<file path="src/rtl/aes_selftest_ctrl.sv">
// AES self-test sequencer: steps through the encrypt/decrypt chains selected
// by mod, lets each chain settle, compares its decryption output against the
// reference plaintext and records sticky pass/fail flags.
module aes_selftest_ctrl #(
  parameter int SETTLE_CYCLES = 4
) (
  input  logic         clk,
  input  logic         reset,
  input  logic         start,
  input  logic [1:0]   mod,
  input  logic [127:0] pt_ref,
  input  logic [127:0] dec128,
  input  logic [127:0] dec192,
  input  logic [127:0] dec256,
  output logic [1:0]   sel,
  output logic         busy,
  output logic         done,
  output logic         led128,
  output logic         led192,
  output logic         led256,
  output logic         fail
);

  localparam logic [3:0] RELOAD = 4'(SETTLE_CYCLES - 1);

  typedef enum logic [2:0] {IDLE, SETTLE, CHECK, NEXT, DONE} state_t;

  state_t       state;
  logic [1:0]   mode;
  logic [3:0]   cnt;
  logic [127:0] dec_cur;
  logic         match;

  // Route the chain under test to the comparator; sel never reaches 11.
  always_comb begin
    dec_cur = dec128;
    case (sel)
      2'b01:   dec_cur = dec192;
      2'b10:   dec_cur = dec256;
      default: dec_cur = dec128;
    endcase
    match = (dec_cur == pt_ref);
  end

  // Sequencer with registered outputs; done is a default-low strobe.
  always_ff @(posedge clk) begin
    if (reset) begin
      state  <= IDLE;
      mode   <= 2'b00;
      cnt    <= 4'd0;
      sel    <= 2'b00;
      busy   <= 1'b0;
      done   <= 1'b0;
      led128 <= 1'b0;
      led192 <= 1'b0;
      led256 <= 1'b0;
      fail   <= 1'b0;
    end else begin
      done <= 1'b0;
      case (state)
        IDLE: begin
          if (start) begin
            mode   <= mod;
            led128 <= 1'b0;
            led192 <= 1'b0;
            led256 <= 1'b0;
            fail   <= 1'b0;
            sel    <= (mod == 2'b11) ? 2'b00 : mod;
            cnt    <= RELOAD;
            busy   <= 1'b1;
            state  <= SETTLE;
          end
        end
        SETTLE: begin
          if (cnt == 4'd0) state <= CHECK;
          else             cnt   <= cnt - 4'd1;
        end
        CHECK: begin
          if (match) begin
            case (sel)
              2'b00:   led128 <= 1'b1;
              2'b01:   led192 <= 1'b1;
              default: led256 <= 1'b1;
            endcase
          end else begin
            fail <= 1'b1;
          end
          if (mode == 2'b11 && sel != 2'b10) begin
            state <= NEXT;
          end else begin
            state <= DONE;
            done  <= 1'b1;
          end
        end
        NEXT: begin
          sel   <= sel + 2'd1;
          cnt   <= RELOAD;
          state <= SETTLE;
        end
        DONE: begin
          busy  <= 1'b0;
          state <= IDLE;
        end
        default: begin
          busy  <= 1'b0;
          state <= IDLE;
        end
      endcase
    end
  end

endmodule

</file>
<file path="config.mk">
export PLATFORM = sky130hd
export DESIGN_NAME = aes_selftest_ctrl
export DESIGN_NICKNAME = d
export VERILOG_FILES = /design/src/rtl/aes_selftest_ctrl.sv
export SDC_FILE = /design/constraint.sdc
export NUM_CORES = 1
export LEC_CHECK = 0
export BUFFER_PORTS_ARGS = -buffer_cell sky130_fd_sc_hd__buf_4
export CAP_MARGIN = 5
export CORE_AREA = 2 2 204 206
export DETAILED_ROUTE_END_ITERATION = 8
export DIE_AREA = 0 0 206 208
export GPL_TIMING_DRIVEN = 0
export PLACE_DENSITY = 0.45
export SETUP_SLACK_MARGIN = 0.3
export SLEW_MARGIN = 20
export SYNTH_ARGS = -nofsm -noshare
export SYNTH_HDL_FRONTEND = slang
export SYNTH_SLANG_ARGS = --single-unit
export TNS_END_PERCENT = 30
</file>
<file path="constraint.sdc">
create_clock -name clk -period 4.7 [get_ports clk]
set_clock_uncertainty 0.05 [all_clocks]
set_input_delay 0.94 -clock clk [delete_from_list [all_inputs] [get_ports clk]]
set_output_delay 0.94 -clock clk [all_outputs]
set_load 0.03 [all_outputs]
</file>
Word-level counts from Yosys, hierarchy flattened
Index checks and enable logic that the tools add are counted.
Word-level totals
  flip-flop bits (word level): 17
  bits of input ports: 517
  output and inout port bits: 8
  logic and storage cells: 76
Operators by class
  $add $sub $neg: 2
  equality and inequality tests: 17
  muxes and demuxes: 26
  bitwise gates (word level): 2
  reduce and logical (&&, ||, !) cells: 19
Operators with widths (count)
  case mux 128 bit (2 select lines): 1
  equality test 128 bit: 1
  inequality test 2 bit, second input constant: 7
  case mux 3 bit (4 select lines): 1
  case mux 4 bit (3 select lines): 1
  AND reduction 4 bit: 3
  two-way mux 1 bit: 10
  case mux 1 bit (2 select lines): 5
  two-way mux 3 bit: 3
  two-way mux 4 bit: 2
  AND reduction 2 bit: 4
  equality test 2 bit, second input constant: 3
  equality test 3 x 2 -> 1 bit, second input constant: 2
  AND reduction 3 bit: 2
  logical NOT 4 bit: 1
  two-way mux 2 bit: 2
  inequality test 2 x 1 -> 1 bit, second input constant: 2
  case mux 2 bit (2 select lines): 1
  nonzero test 2 bit: 2
  OR reduction 2 bit: 2
  subtractor 4 x 1 -> 4 bit, second input constant: 1
  equality test 3 x 1 -> 1 bit, second input constant: 1
  logical NOT 3 bit: 1
  nonzero test 3 bit: 1
  other kinds (6): 7

Depth between registers and ports, before layout
Gate-level depths: netlist (run 1).
  depth in word-level cells: 5
  gate-level depth with buffers: 12
  depth with buffers taken out: 10

Worst setup path before layout (run 1)
No wires, ideal clock.
  kind: register to register
  from: register sel[0]
  to: register led128
  arrival time: 2698 ps
  required time: 4590 ps
  path slack: 1893 ps
  stages on the path, launching flop included: 13
  path buffers: 3
  clock period less this slack: 2807 ps
  cell sequence: dfxtp_1 > inv_1 > ha_1 > buf_6 > buf_6 > buf_6 > a22oi_1 > xor2_1 > nand4_1 > nor4_2 > nand3_1 > a2111oi_4 > a22o_1
Between the ends
  cells in the longest elaborated chain, start to end: 5
  elaborated cells on any way between the ends: 8
  those cells by class: eq/ne (5); mux (1); reduce/logical (2)
RTL lines
  start, declared: line 15  | output logic [1:0] sel,
  start signal, assigned: line 68  | sel <= (mod == 2'b11) ? 2'b00 : mod;
  start signal, assigned: line 96  | sel <= sel + 2'd1;
  equality test 2 bit / equality test 2 x 1 -> 1 bit (equally long branches): line 37  | case (sel)
  case mux 128 bit (2 select lines): line 37
  equality test 128 bit: line 42  | match = (dec_cur == pt_ref);
  inequality test 2 bit (no line)
  AND reduction 4 bit (no line) (*)
  end signal, assigned: line 54  | led128 <= 1'b0;
  end signal, assigned: line 64  | led128 <= 1'b0;
  end signal, assigned: line 81  | 2'b00: led128 <= 1'b1;
  end, declared: line 18  | output logic led128,
Every way passes the cells marked *; elsewhere a longest branch is shown, timed or not.
A chain may end at the register's enable or synchronous reset.

Worst setup path in the final report (run 1)
Same ends and word-level chain as after synthesis.

==> results.cfg, run 1 <==
[outcome]
run_status = complete, no violations

[yosys]
syn_avg_cell_area_um2 = 7.94
yosysWarnings = 0
synthCells = 605
synth_area_leaders = xor2_1 (26%), xnor2_1 (19%), a22oi_1 (19%), dfxtp_1 (7.1%), nand4_1 (4.6%)
syn_area_um2 = 4800
syn_nets = 1127
synth_cell_types = 41
synth-seq-cells = 17
synth-edff-count = 0
yosysTopAreaCell = xor2_1
yosysTopAreaCellShare = 0.264
ys_seq_area_frac = 0.0709
ys_async_sr_fraction = 0
ys.flop_type = dfxtp_1

[placed_design]
io_buffers = 524
routabilityCongestion = 0.954
hpwl_um = 38600
placed_area_um2 = 9400

[timing]
finalHoldViolCount = 0
tightestPinTransition_ns = 0.980
fin_crit_sh = 0.854
setup_viol = 0
drv_slew = 0
max_freq_mhz = 249
maxSlewHeadroom = 0.347
tns_ns = 0
grt_setup_unrepaired = no
period_minus_slack_ns = 4.01

[power]
ir_worst_vdd_uv = 109
total_leakage_power_nw = 3.95
power_frac_comb = 0.758
power_w = 0.00142
sequentialPowerShare = 0.123
switching_share = 0.436
p_per_area_nw_per_um2 = 150
p_sw_w = 0.000620
pwr-share-clk = 0.119
intPower_w = 0.000802

[cts]
cts-root-buf = clkbuf_16
cts_tree = built
holdBufCountCts = 0
clock_sink_count = 17
clock_latency_ns = 0.25
cts_buffer_depth = 2
clk_pin_slew_worst_paths_ns = 0.05
h-tree-depth = 1
cts_buffers = 3

[detailed_routing]
drcViolationCount = 0
viasPerCell = 4.19
ant_nets = 0
first_pass_iters = 5
drtIter0Drc = 370
vias = 6975
drt_wl_total_um = 42800
wire_per_inst_um = 25.7

[final_layout]
mostFrequentLayoutCell = buf_4
final_cell_mix = buf_4 (525), xor2_1 (145), a22oi_1 (121), xnor2_1 (105), nand4_1 (35)
final_area_um2 = 9500
drive_above_1_share = 0.495
fin_nets = 1656
fillers = 4559
area_growth_pct = 97.8

[global_routing]
grt_pass1_vias = 7362
grt_use_total = 0.186
antenna_found_initial = 3
grt_max_degree = 11
grt_pass1_wl_um = 54900
grt_remaining_overflow = 0

[critical_path]
cp_max_fo = 10
cp-end-kind = register
path_class = reg2reg
cp-start-kind = register
crit_required_ns = 4.84
timing.critical_path.arrival_ns = 4.15

[floorplan]
start_util = 0.118
fp.dieW_um = 206
die-area_um2 = 42800
coreArea_um2 = 40600
fp-row-count = 74
ioPinCount = 525
dieHeight_um = 208

[flow_run]
maxCapViolations = 0

[min_path]
hold_path_class = reg2reg
state kept, by name, indices dropped and copies added, names as in the netlist:
register,flops
cnt,4
busy,1
state,3
mode,2
led256,1
done,1
sel,2
fail,1
led192,1
led128,1
power groups by stage:
| stage | Combinational (W) | Sequential [W] | Clock (W) |
|---|---|---|---|
| 6_report | 0.00108 | 0.000175 | 0.000169 |
| 5_1_grt | 0.00116 | 0.000177 | 0.000180 |
| 4_1_cts | 0.00110 | 0.000175 | 0.000174 |
| 3_5_place_dp | 0.00109 | 0.000178 | 0 |
| 3_3_place_gp | 0.00109 | 0.000177 | 0 |
| 2_1_floorplan | 0.000433 | 0.000182 | 0 |
synth_stat cells, types with 9 or more instances:
master	count
nor4_1	33
a21oi_1	13
buf_6	9
xor2_1	145
nor3_1	12
dfxtp_1	17
xnor2_1	105
a22oi_1	121
clkbuf_1	10
nor2_1	22
buf_2	10
nand4_1	35
metrics by stage:
| step | worst slack (ns) | hold WS [ns] | instances | util |
|---|---|---|---|---|
| 5_1_grt | 0.317 | 0.456 | 1665 | 0.234 |
| 4_1_cts | 0.313 | 0.429 | 1665 | 0.234 |
| 3_5_place_dp | 0.0757 | 0.416 | 1661 | 0.232 |
| 6_report | 0.688 | 0.421 | 1666 | 0.234 |
| 3_3_place_gp | 0.0466 | 0.414 | 1661 | 0.232 |
| 2_1_floorplan | 1.89 | 0.404 | 605 | - |
what timing repair did:
item                       in CTS  in global routing
pin swaps                       0                  2
setup buffers                   0                  0
setup endpoints to repair       4                  4
gates resized for setup         3                  2
critical path, cell delays in order (launching register included):
cell and delay (ns):
dfxtp_1 0.35, inv_1 0.10, ha_1 0.21, buf_2 0.30, buf_2 0.40, a22oi_1 0.17
xnor2_1 0.17, nor4_2 0.43, nand4_1 0.38, nor3_1 0.36, nand3_1 0.22, a2111oi_4 0.61
a22o_1 0.20
final timing paths:
| kind | from | end | slack (ns) | cells after the start |
|---|---|---|---|---|
| setup / recovery | sel[0]$_SDFFE_PP0P_ | led128$_SDFFE_PP0P_ | 0.69 | 12 |
| hold / removal | fail$_SDFFE_PP0P_ | fail$_SDFFE_PP0P_ | 0.42 | 2 |
| setup reg to reg | sel[0]$_SDFFE_PP0P_ | led128$_SDFFE_PP0P_ | 0.69 | 12 |
| hold reg to reg | fail$_SDFFE_PP0P_ | fail$_SDFFE_PP0P_ | 0.42 | 2 |
logic make-up after synthesis:
| group | after synthesis | synth area share |
|---|---|---|
| buffers and inverters | 40 | 0.0487 |
| muxes | 1 | 0.00208 |
| and+or+nand+nor | 131 | 0.154 |
| AOI/OAI and AO/OA | 161 | 0.256 |
| adders and majority gates | 5 | 0.0130 |
| DFF | 17 | 0.0709 |
| xor gates and xnor gates | 250 | 0.456 |
per-layer routing:
layer	wire length, um	vias to the layer above	share of wire	global-route usage
li1	-	3327	-	-
met1	17700	3281	0.41	0.230
met4	419	0	0.0098	0.0207
met5	0	-	0	0
met3	2580	14	0.060	0.0232
met2	22100	353	0.52	0.349
final cells by class:
class	instances	area (um^2)	area share
Sequential cell	17	340	0.0358
Inverter	6	22.5	0.00237
Clock buffer	4	78.8	0.00830
Buffer	34	215	0.0227
Antenna cell	1	2.50	0.000263
Tap cell	532	666	0.0701
Multi-Input combinational cell	548	4240	0.446
Timing Repair Buffer	524	3930	0.414
(Power assumes the default switching activity.)
==> run 2: changes to the inputs <==
--- a/config.mk
+++ b/config.mk
@@ -15,3 +15,3 @@
 export SETUP_SLACK_MARGIN = 0.3
-export SLEW_MARGIN = 20
+export SLEW_MARGIN = 10
 export SYNTH_ARGS = -nofsm -noshare
==> constraint.sdc (replaced) <==
create_clock -name clk -period 4.7 [get_ports clk]
set_clock_uncertainty 0.05 [all_clocks]
set_input_delay 0.47 -clock clk [delete_from_list [all_inputs] [get_ports clk]]
set_output_delay 0.47 -clock clk [all_outputs]
set_load 0.03 [all_outputs]
==> results.cfg, run 2 (synthesis gave the netlist of run 1 again) <==
[global_routing]
grt_pass1_vias = 7356
antenna_found_initial = 3
grt_pass1_wl_um = 54900
grt_max_degree = 11
grt_use_total = 0.186
grt_remaining_overflow = 0

[detailed_routing]
vias = 6976
ant_nets = 0
wire_per_inst_um = 25.7
drtIter0Drc = 363
drcViolationCount = 0
drt_wl_total_um = 42800
viasPerCell = 4.18
first_pass_iters = 5

[flow_run]
maxCapViolations = 0

[critical_path]
cp_max_fo = 10
cp-start-kind = register
cp_slowest_stage_delay_ns = 0.62
timing.critical_path.arrival_ns = 4.13
cp-end-kind = register
crit_required_ns = 4.84
path_cells = inv_1 -> ha_1 -> clkbuf_1 -> clkbuf_1 -> a21oi_1 -> xor2_1 -> nor4_1 -> nand3_1 -> a2111oi_4 -> a22o_1
cpMostUsedCell = clkbuf_1
cp_slowest_cell = clkbuf_1
path_class = reg2reg

[cts]
clock_sink_count = 17
post-cts-setup-buffers = 0
cts_tree = built
h-tree-depth = 1
cts-root-buf = clkbuf_16
clock_latency_ns = 0.25
clk_pin_slew_worst_paths_ns = 0.05
holdBufCountCts = 0
cts_buffer_depth = 2
cts_buffers = 3

[timing]
finalHoldViolCount = 0
tightestPinTransition_ns = 0.964
grt_setup_unrepaired = no
maxSlewHeadroom = 0.358
tns_ns = 0
fin_crit_sh = 0.849
period_minus_slack_ns = 3.99
drv_slew = 0
whs_ns = 0.386
max_freq_mhz = 251
setup_viol = 0

[floorplan]
die-area_um2 = 42800
coreArea_um2 = 40600
start_util = 0.118
ioPinCount = 525
fp-row-count = 74
fp.dieW_um = 206
dieHeight_um = 208

[final_layout]
final_area_um2 = 9500
fin_nets = 1656
area_growth_pct = 97.8
regMostFlops = cnt
final_cell_mix = buf_4 (525), xor2_1 (145), a22oi_1 (121), xnor2_1 (105), nand4_1 (35)
drive_above_1_share = 0.495
largest_reg_flops = 4
biggestRegsByFlops = cnt (4), state (3)
mostFrequentLayoutCell = buf_4

[placed_design]
hpwl_um = 38600
routabilityCongestion = 0.954
placed_area_um2 = 9400
io_buffers = 524

[min_path]
hold_path_class = in2reg

[power]
sequentialPowerShare = 0.123
power_frac_comb = 0.758
ir_worst_vdd_uv = 110
total_leakage_power_nw = 3.94
intPower_w = 0.000802
pwr-share-clk = 0.119
p_sw_w = 0.000622
switching_share = 0.437
p_per_area_nw_per_um2 = 150

[outcome]
run_status = complete, no violations
==> run 2: cell count changes in the layout (fill, tap and decap cells not counted), sizes merged <==
cell / delta
buf: -1
diode: +1
clkbuf: +1
==> run 2: repair_timing <==
item	4_1_cts	5_1_grt
resized for setup	3	4
setup endpoints to repair	4	4
cloned	0	0
pin swaps	0	2
==> run 2: area by class of cell <==
cell class	instances	area, um^2
Sequential cell	17	340
Fill cell	4559	31100
Multi-Input combinational cell	548	4240
Buffer	34	215
Inverter	6	22.5
Clock buffer	4	78.8
Antenna cell	2	5.00
Timing Repair Buffer	524	3930
Tap cell	532	666
==> run 2: worst max-delay path, delay by kind of cell, from the launching register on <==
kind	cells	cell delay [ns]
flops	1	0.41
xor+xnor	1	0.19
simple gates	2	0.84
compound gates	3	0.84
fa+ha+maj	1	0.34
buf+inv	3	1.25
==> run 2: power groups by stage <==
| stage | Combinational, W | Sequential, W | Clock [W] |
|---|---|---|---|
| after global placement | 0.00109 | 0.000177 | 0 |
| after detailed placement | 0.00109 | 0.000178 | 0 |
| after CTS | 0.00110 | 0.000175 | 0.000174 |
| after floorplan | 0.000433 | 0.000182 | 0 |
| after global routing | 0.00116 | 0.000177 | 0.000179 |
| final | 0.00108 | 0.000175 | 0.000170 |
==> run 2: worst paths after layout <==
| kind | startpoint | to | slack (ns) | cells past startpoint |
|---|---|---|---|---|
| setup / recovery | sel[0]$_SDFFE_PP0P_ | led128$_SDFFE_PP0P_ | 0.71 | 10 |
| hold / removal | reset | cnt[1]$_SDFFE_PP0P_ | 0.39 | 2 |
| setup reg to reg | sel[0]$_SDFFE_PP0P_ | led128$_SDFFE_PP0P_ | 0.71 | 10 |
| hold reg to reg | fail$_SDFFE_PP0P_ | fail$_SDFFE_PP0P_ | 0.42 | 2 |
==> run 2: stage by stage <==
step	power, W	util	std cells	worst slack (ns)
finish	0.00142	0.234	1667	0.711
global route	0.00152	0.234	1665	0.306
CTS	0.00145	0.234	1665	0.303
detailed placement	0.00127	0.232	1661	0.0760
global placement	0.00127	0.232	1661	0.0466
floorplan	0.000615	-	605	1.89
==> run 2: metal layers <==
metal,track usage,part of all wire
met5,0,0
met4,0.0207,0.010
met3,0.0230,0.059
met2,0.349,0.52
met1,0.230,0.42
